File: src/rtl/seq_div_pkg.sv
// Shared types and sizing helpers for the sequential radix-2 restoring divider.
package seq_div_pkg;

   typedef enum logic [1:0] {
      IDLE = 2'd0,
      CALC = 2'd1,
      DONE = 2'd2
   } state_e;

   // Width of the iteration counter for a given word width.
   function automatic int unsigned cnt_width(input int unsigned word_width);
      return $clog2(word_width);
   endfunction

endpackage

File: src/rtl/seq_divider_step.sv
// div_step: one restoring-division iteration (shift in next dividend bit,
// trial subtract, select). The subtract is a WORD_WIDTH+1 wide add of ~divisor with carry-in 1.
module div_step #(
   parameter int unsigned WORD_WIDTH = 8
) (
   input  logic [WORD_WIDTH-1:0] rem_i,
   input  logic                  q_msb_i,
   input  logic [WORD_WIDTH-1:0] divisor_i,
   output logic [WORD_WIDTH-1:0] rem_o,
   output logic                  q_bit_o
);

   logic [WORD_WIDTH:0] shifted;
   logic [WORD_WIDTH:0] b_inv;
   logic [WORD_WIDTH:0] trial;
   logic [WORD_WIDTH:0] sel;
   logic                c_o;
   logic                sel_msb_unused;

   always_comb begin
      shifted = {rem_i, q_msb_i};
      b_inv   = ~{1'b0, divisor_i};
      {c_o, trial} = {1'b0, shifted} + {1'b0, b_inv} + (WORD_WIDTH + 2)'(1);
      // Carry out set means no borrow: shifted >= divisor.
      q_bit_o = c_o;
      sel     = c_o ? trial : shifted;
      rem_o   = sel[WORD_WIDTH-1:0];
   end

   // The selected value is always below the divisor, so its top bit is zero.
   assign sel_msb_unused = sel[WORD_WIDTH];

endmodule

File: src/rtl/seq_divider.sv
// seq_divider: iterative radix-2 restoring divider with valid/ready handshakes.
// Define SEQ_DIV_SIGNED_EN for two's complement operands (truncating division).
module seq_divider
   import seq_div_pkg::*;
#(
   parameter int unsigned WORD_WIDTH = 8
) (
   input  logic                  clk_i,
   input  logic                  rst_n_i,
   input  logic                  valid_i,
   output logic                  ready_o,
   input  logic [WORD_WIDTH-1:0] dividend_i,
   input  logic [WORD_WIDTH-1:0] divisor_i,
   output logic                  valid_o,
   input  logic                  ready_i,
   output logic [WORD_WIDTH-1:0] quotient_o,
   output logic [WORD_WIDTH-1:0] remainder_o,
   output logic                  div_zero_o
);

   localparam int unsigned CNT_W = cnt_width(WORD_WIDTH);

   state_e                state_q, state_d;
   logic [CNT_W-1:0]      cnt_q, cnt_d;
   logic [WORD_WIDTH-1:0] quo_sr_q, quo_sr_d;
   logic [WORD_WIDTH-1:0] rem_q, rem_d;
   logic [WORD_WIDTH-1:0] dvs_q, dvs_d;
   logic [WORD_WIDTH-1:0] quotient_q, quotient_d;
   logic [WORD_WIDTH-1:0] remainder_q, remainder_d;
   logic                  div_zero_q, div_zero_d;

   logic [WORD_WIDTH-1:0] step_rem;
   logic                  step_bit;
   logic [WORD_WIDTH-1:0] quo_next;
   logic [WORD_WIDTH-1:0] dvd_mag;
   logic [WORD_WIDTH-1:0] dvs_mag;

`ifdef SEQ_DIV_SIGNED_EN
   logic neg_quo_q, neg_quo_d;
   logic neg_rem_q, neg_rem_d;

   always_comb begin
      dvd_mag = dividend_i[WORD_WIDTH-1] ? -dividend_i : dividend_i;
      dvs_mag = divisor_i[WORD_WIDTH-1]  ? -divisor_i  : divisor_i;
   end
`else
   always_comb begin
      dvd_mag = dividend_i;
      dvs_mag = divisor_i;
   end
`endif

   div_step #(
      .WORD_WIDTH(WORD_WIDTH)
   ) u_step (
      .rem_i    (rem_q),
      .q_msb_i  (quo_sr_q[WORD_WIDTH-1]),
      .divisor_i(dvs_q),
      .rem_o    (step_rem),
      .q_bit_o  (step_bit)
   );

   assign quo_next = {quo_sr_q[WORD_WIDTH-2:0], step_bit};

   always_comb begin
      state_d     = state_q;
      cnt_d       = cnt_q;
      quo_sr_d    = quo_sr_q;
      rem_d       = rem_q;
      dvs_d       = dvs_q;
      quotient_d  = quotient_q;
      remainder_d = remainder_q;
      div_zero_d  = div_zero_q;
`ifdef SEQ_DIV_SIGNED_EN
      neg_quo_d   = neg_quo_q;
      neg_rem_d   = neg_rem_q;
`endif
      ready_o     = 1'b0;
      valid_o     = 1'b0;

      case (state_q)
         IDLE: begin
            ready_o = 1'b1;
            if (valid_i) begin
               dvs_d    = dvs_mag;
               quo_sr_d = dvd_mag;
               rem_d    = '0;
               cnt_d    = CNT_W'(WORD_WIDTH - 1);
`ifdef SEQ_DIV_SIGNED_EN
               neg_quo_d = dividend_i[WORD_WIDTH-1] ^ divisor_i[WORD_WIDTH-1];
               neg_rem_d = dividend_i[WORD_WIDTH-1];
`endif
               if (divisor_i == '0) begin
                  state_d     = DONE;
                  quotient_d  = '1;
                  remainder_d = dividend_i;
                  div_zero_d  = 1'b1;
               end else begin
                  state_d = CALC;
               end
            end
         end
         CALC: begin
            quo_sr_d = quo_next;
            rem_d    = step_rem;
            if (cnt_q == '0) begin
               state_d    = DONE;
               div_zero_d = 1'b0;
`ifdef SEQ_DIV_SIGNED_EN
               // Sign fix-up rides the final iteration edge, adding no latency.
               quotient_d  = neg_quo_q ? -quo_next : quo_next;
               remainder_d = neg_rem_q ? -step_rem : step_rem;
`else
               quotient_d  = quo_next;
               remainder_d = step_rem;
`endif
            end else begin
               cnt_d = cnt_q - CNT_W'(1);
            end
         end
         DONE: begin
            valid_o = 1'b1;
            if (ready_i) begin
               state_d = IDLE;
            end
         end
         default: state_d = IDLE;
      endcase
   end

   always_ff @(posedge clk_i or negedge rst_n_i) begin
      if (!rst_n_i) begin
         state_q     <= IDLE;
         cnt_q       <= '0;
         quo_sr_q    <= '0;
         rem_q       <= '0;
         dvs_q       <= '0;
         quotient_q  <= '0;
         remainder_q <= '0;
         div_zero_q  <= 1'b0;
`ifdef SEQ_DIV_SIGNED_EN
         neg_quo_q   <= 1'b0;
         neg_rem_q   <= 1'b0;
`endif
      end else begin
         state_q     <= state_d;
         cnt_q       <= cnt_d;
         quo_sr_q    <= quo_sr_d;
         rem_q       <= rem_d;
         dvs_q       <= dvs_d;
         quotient_q  <= quotient_d;
         remainder_q <= remainder_d;
         div_zero_q  <= div_zero_d;
`ifdef SEQ_DIV_SIGNED_EN
         neg_quo_q   <= neg_quo_d;
         neg_rem_q   <= neg_rem_d;
`endif
      end
   end

   assign quotient_o  = quotient_q;
   assign remainder_o = remainder_q;
   assign div_zero_o  = div_zero_q;

endmodule

File: config.mk
export PLATFORM = sky130hd
export DESIGN_NAME = seq_divider
export DESIGN_NICKNAME = d
export VERILOG_FILES = /design/src/rtl/seq_div_pkg.sv /design/src/rtl/seq_divider_step.sv /design/src/rtl/seq_divider.sv
export SDC_FILE = /design/constraint.sdc
export NUM_CORES = 1
export LEC_CHECK = 0
export ABC_CLOCK_PERIOD_IN_PS = 3500
export CAP_MARGIN = 20
export CORE_MARGIN = 2
export CORE_UTILIZATION = 53
export CTS_CLUSTER_DIAMETER = 120
export DETAILED_ROUTE_END_ITERATION = 10
export PLACE_DENSITY = 0.82
export SETUP_SLACK_MARGIN = 0.1
export SYNTH_ARGS = -nofsm -noshare
export SYNTH_HDL_FRONTEND = slang
export SYNTH_HIERARCHICAL = 1
export SYNTH_SLANG_ARGS = --single-unit
File: constraint.sdc
create_clock -name clk_i -period 3.5 [get_ports clk_i]
set_input_delay 0.35 -clock clk_i [delete_from_list [all_inputs] [get_ports clk_i]]
set_output_delay 0.35 -clock clk_i [all_outputs]
set_load 0.01 [all_outputs]
==> results.md <==
* Met3 Track Usage GR at 0.0431
* Slew @ Worst Pin at 0.549 ns
* Crit path max fanout at 3
* Worst-path clk slew at around 0.09 ns
* Die area at between 5000 and 6000 sq um
* Root Buffer: clkbuf_8
* Critical Path RT at 3.69 ns
* Final Util at 0.679
* Avg WL per Cell at roughly 15 um
* Synth-to-Final Area Change at 21.0%
* Power after layout at 3.26 mW
* Vias in the first global route at 1672
* RSZ-0062 raised after global routing: false
* Highest clock rate at about 380 MHz
* Clock Skews at around 0.012 ns
* Async set-reset flop share out of synthesis at 1.00
* Sink Count at 46
* Core area at about 4400 sq um
* Total track usage at 0.191
* Critical path launch point type: flip-flop
* Largest net degree at the start of global routing at 47
* Die Ht at slightly above 70 um
* Final min period at 2.62 ns
* Vias at 1754
* Crit path DAT at around 2.8 ns
* PD cells at ~1100 nW/um^2
* Layer with the highest usage: met2
* Port Buf Inserts at 38
* Syn Area/Cell at between 10 and 15 sq um
* First-pass GRT wire length at just under 8000 um
* Antenna Violating Nets Remaining at 0
* Unique cell type count in the Yosys netlist at 45
* Worst-skew pair later-pin latency at roughly 0.3 ns
* Syn nets at around 260
* Final worst slack at just under 0.9 ns
* Max cap viols at 0
* Post-synthesis cell area at about 2500 sq um
* Nets at 298
* Num CTS Buffers at 5
* Setup TNS at 0 ns
* 1st-iter DRT viols at 72
* Gate Count Post-Synth at about 230
* Rows at 24
* Initial core utilization at 0.561
* Gpl congestion at 0.797
* Crit. End Element: flip-flop
* Yosys warnings at 6
* Vias per std cell at roughly 5.5
* Die Span X at 72.4 um
* Synthesized flop and latch total at 46
* Global route overflow at 0
* Pre-CTS setup slack at about 0.90 ns
* Clock Tree Buf Depth at 2
* Crit path kind: reg -> reg
* Run status: finished, final reports clean
* Max-slew headroom at 0.633
* Number of synthesized flops with an enable pin at 0
* Global-route met1 utilization at 0.260
* Post-cts sizing count at 0
* Final Cycle Share at 0.750
* Final Hold Violating Endpoints at 0
* Final setup viols at 0
* Pre-antenna DRT Iters at 4
* Hold Path Class: in -> async
* Final wirelength at between 4000 and 5000 um
* Post-DP HPWL at 3360 um
* IO Count at 39
* Residual DRC at 0
* CTS tree: done
* Lkg Pwr at about 1.4 nW
* Ys flop type: dfrtp_1
* Final count of pins violating max slew at 0
* IR drop worst, VDD at 0.000745 V
* Fraction of layout cells with a size suffix above 1 at 0.164
* Met2 Track Usage GR at 0.305
* Worst hold slack at 0.387 ns
* N_diodes at 0
* Initial antenna violation count at 0
* Seq/Total Area, Yosys at 0.465
* H-tree depth at 2
stage by stage:
step	instances	area (sq um)
finish	320	3000
global route	320	3000
CTS	318	2970
detailed placement	310	2880
global placement	310	2880
floorplan	226	2480
placed cells by master, fill, tap and decap left out, types with 3 or more instances in the layout:
| master | count |
|---|---|
| dfrtp_1 | 46 |
| clkbuf_8 | 5 |
| o21ai_0 | 14 |
| a21o_1 | 3 |
| ha_1 | 10 |
| mux2_4 | 6 |
| inv_1 | 16 |
| nand2_1 | 39 |
| a22o_1 | 8 |
| clkdlybuf4s50_1 | 37 |
| mux2_2 | 15 |
| nor2_1 | 7 |
| mux2i_1 | 10 |
| o22a_1 | 8 |
sequential cells by signal (all words and copies together), names as in the netlist:
signal	flops
rem_q	8
quotient_o	8
remainder_o	8
div_zero_o	1
cnt_q	3
state_q	2
quo_sr_q	8
dvs_q	8
critical path: stages, from the launching register on:
cell and delay [ns]:
dfrtp_1 0.39, ha_1 0.22, fa_1 0.41, nor2b_1 0.15, o31a_1 0.19, nor4_1 0.06
a311o_1 0.31, mux2_4 0.28, mux2_2 0.25, mux2_2 0.26
report_power, final:
part / switching, mW / internal, mW / total [mW]
Clock: 0.177 / 0.141 / 0.318
Sequential: 0.161 / 0.779 / 0.941
Combinational: 0.952 / 1.05 / 2.00
cell families after synthesis:
family                     synth area share
AOI/OAI and AO/OA                     0.147
xor gates and xnor gates             0.0106
adders and majority gates            0.0586
buffers and inverters                0.0455
DFF                                   0.465
muxes                                 0.145
and+or+nand+nor                       0.128
final cells by class:
type,instances,area (sq um)
Tap cell,52,65.1
Timing Repair Buffer,42,420
Multi-Input combinational cell,156,1210
Fill cell,327,1420
Sequential cell,46,1150
Clock buffer,6,72.6
Inverter,16,60.1
Clock inverter,2,13.8
synthesized netlist by cell type (3+ instances only):
cell type / number / area (sq um)
a21o_1: 3 / 22.5
a22o_1: 8 / 70.1
buf_2: 3 / 15.0
dfrtp_1: 46 / 1150
ha_1: 10 / 125
inv_1: 16 / 60.1
mux2_2: 15 / 169
mux2_4: 6 / 90.1
mux2i_1: 10 / 100
nand2_1: 39 / 146
nor2_1: 7 / 26.3
o21ai_0: 14 / 70.1
o22a_1: 8 / 70.1
metal layers:
metal,part of all wire,up-vias
li1,-,869
met1,0.48,851
met2,0.47,30
met3,0.037,4
met4,0.011,0
met5,0,-
what timing repair did:
| action | CTS | global route |
|---|---|---|
| endpoints found under the hold margin | 0 | 2 |
| hold buffers | 0 | 1 |
| buffers inserted | 0 | 0 |
path summary, 6_finish.rpt:
path / startpoint / slack [ns] / depth (start not counted) / to
min in group clk_i: dvs_q[6] / 0.48 / 2 / dvs_q[6]
hold reg to reg: dvs_q[6] / 0.48 / 2 / dvs_q[6]
setup reg to reg: dvs_q[0] / 0.88 / 9 / remainder_o[6]
setup / recovery: dvs_q[0] / 0.88 / 9 / remainder_o[6]
hold / removal: rst_n_i / 0.39 / 2 / state_q[1]
max in group asynchronous: rst_n_i / 2.69 / 3 / quo_sr_q[0]
Note: power is estimated with default switching activity, not from simulation.
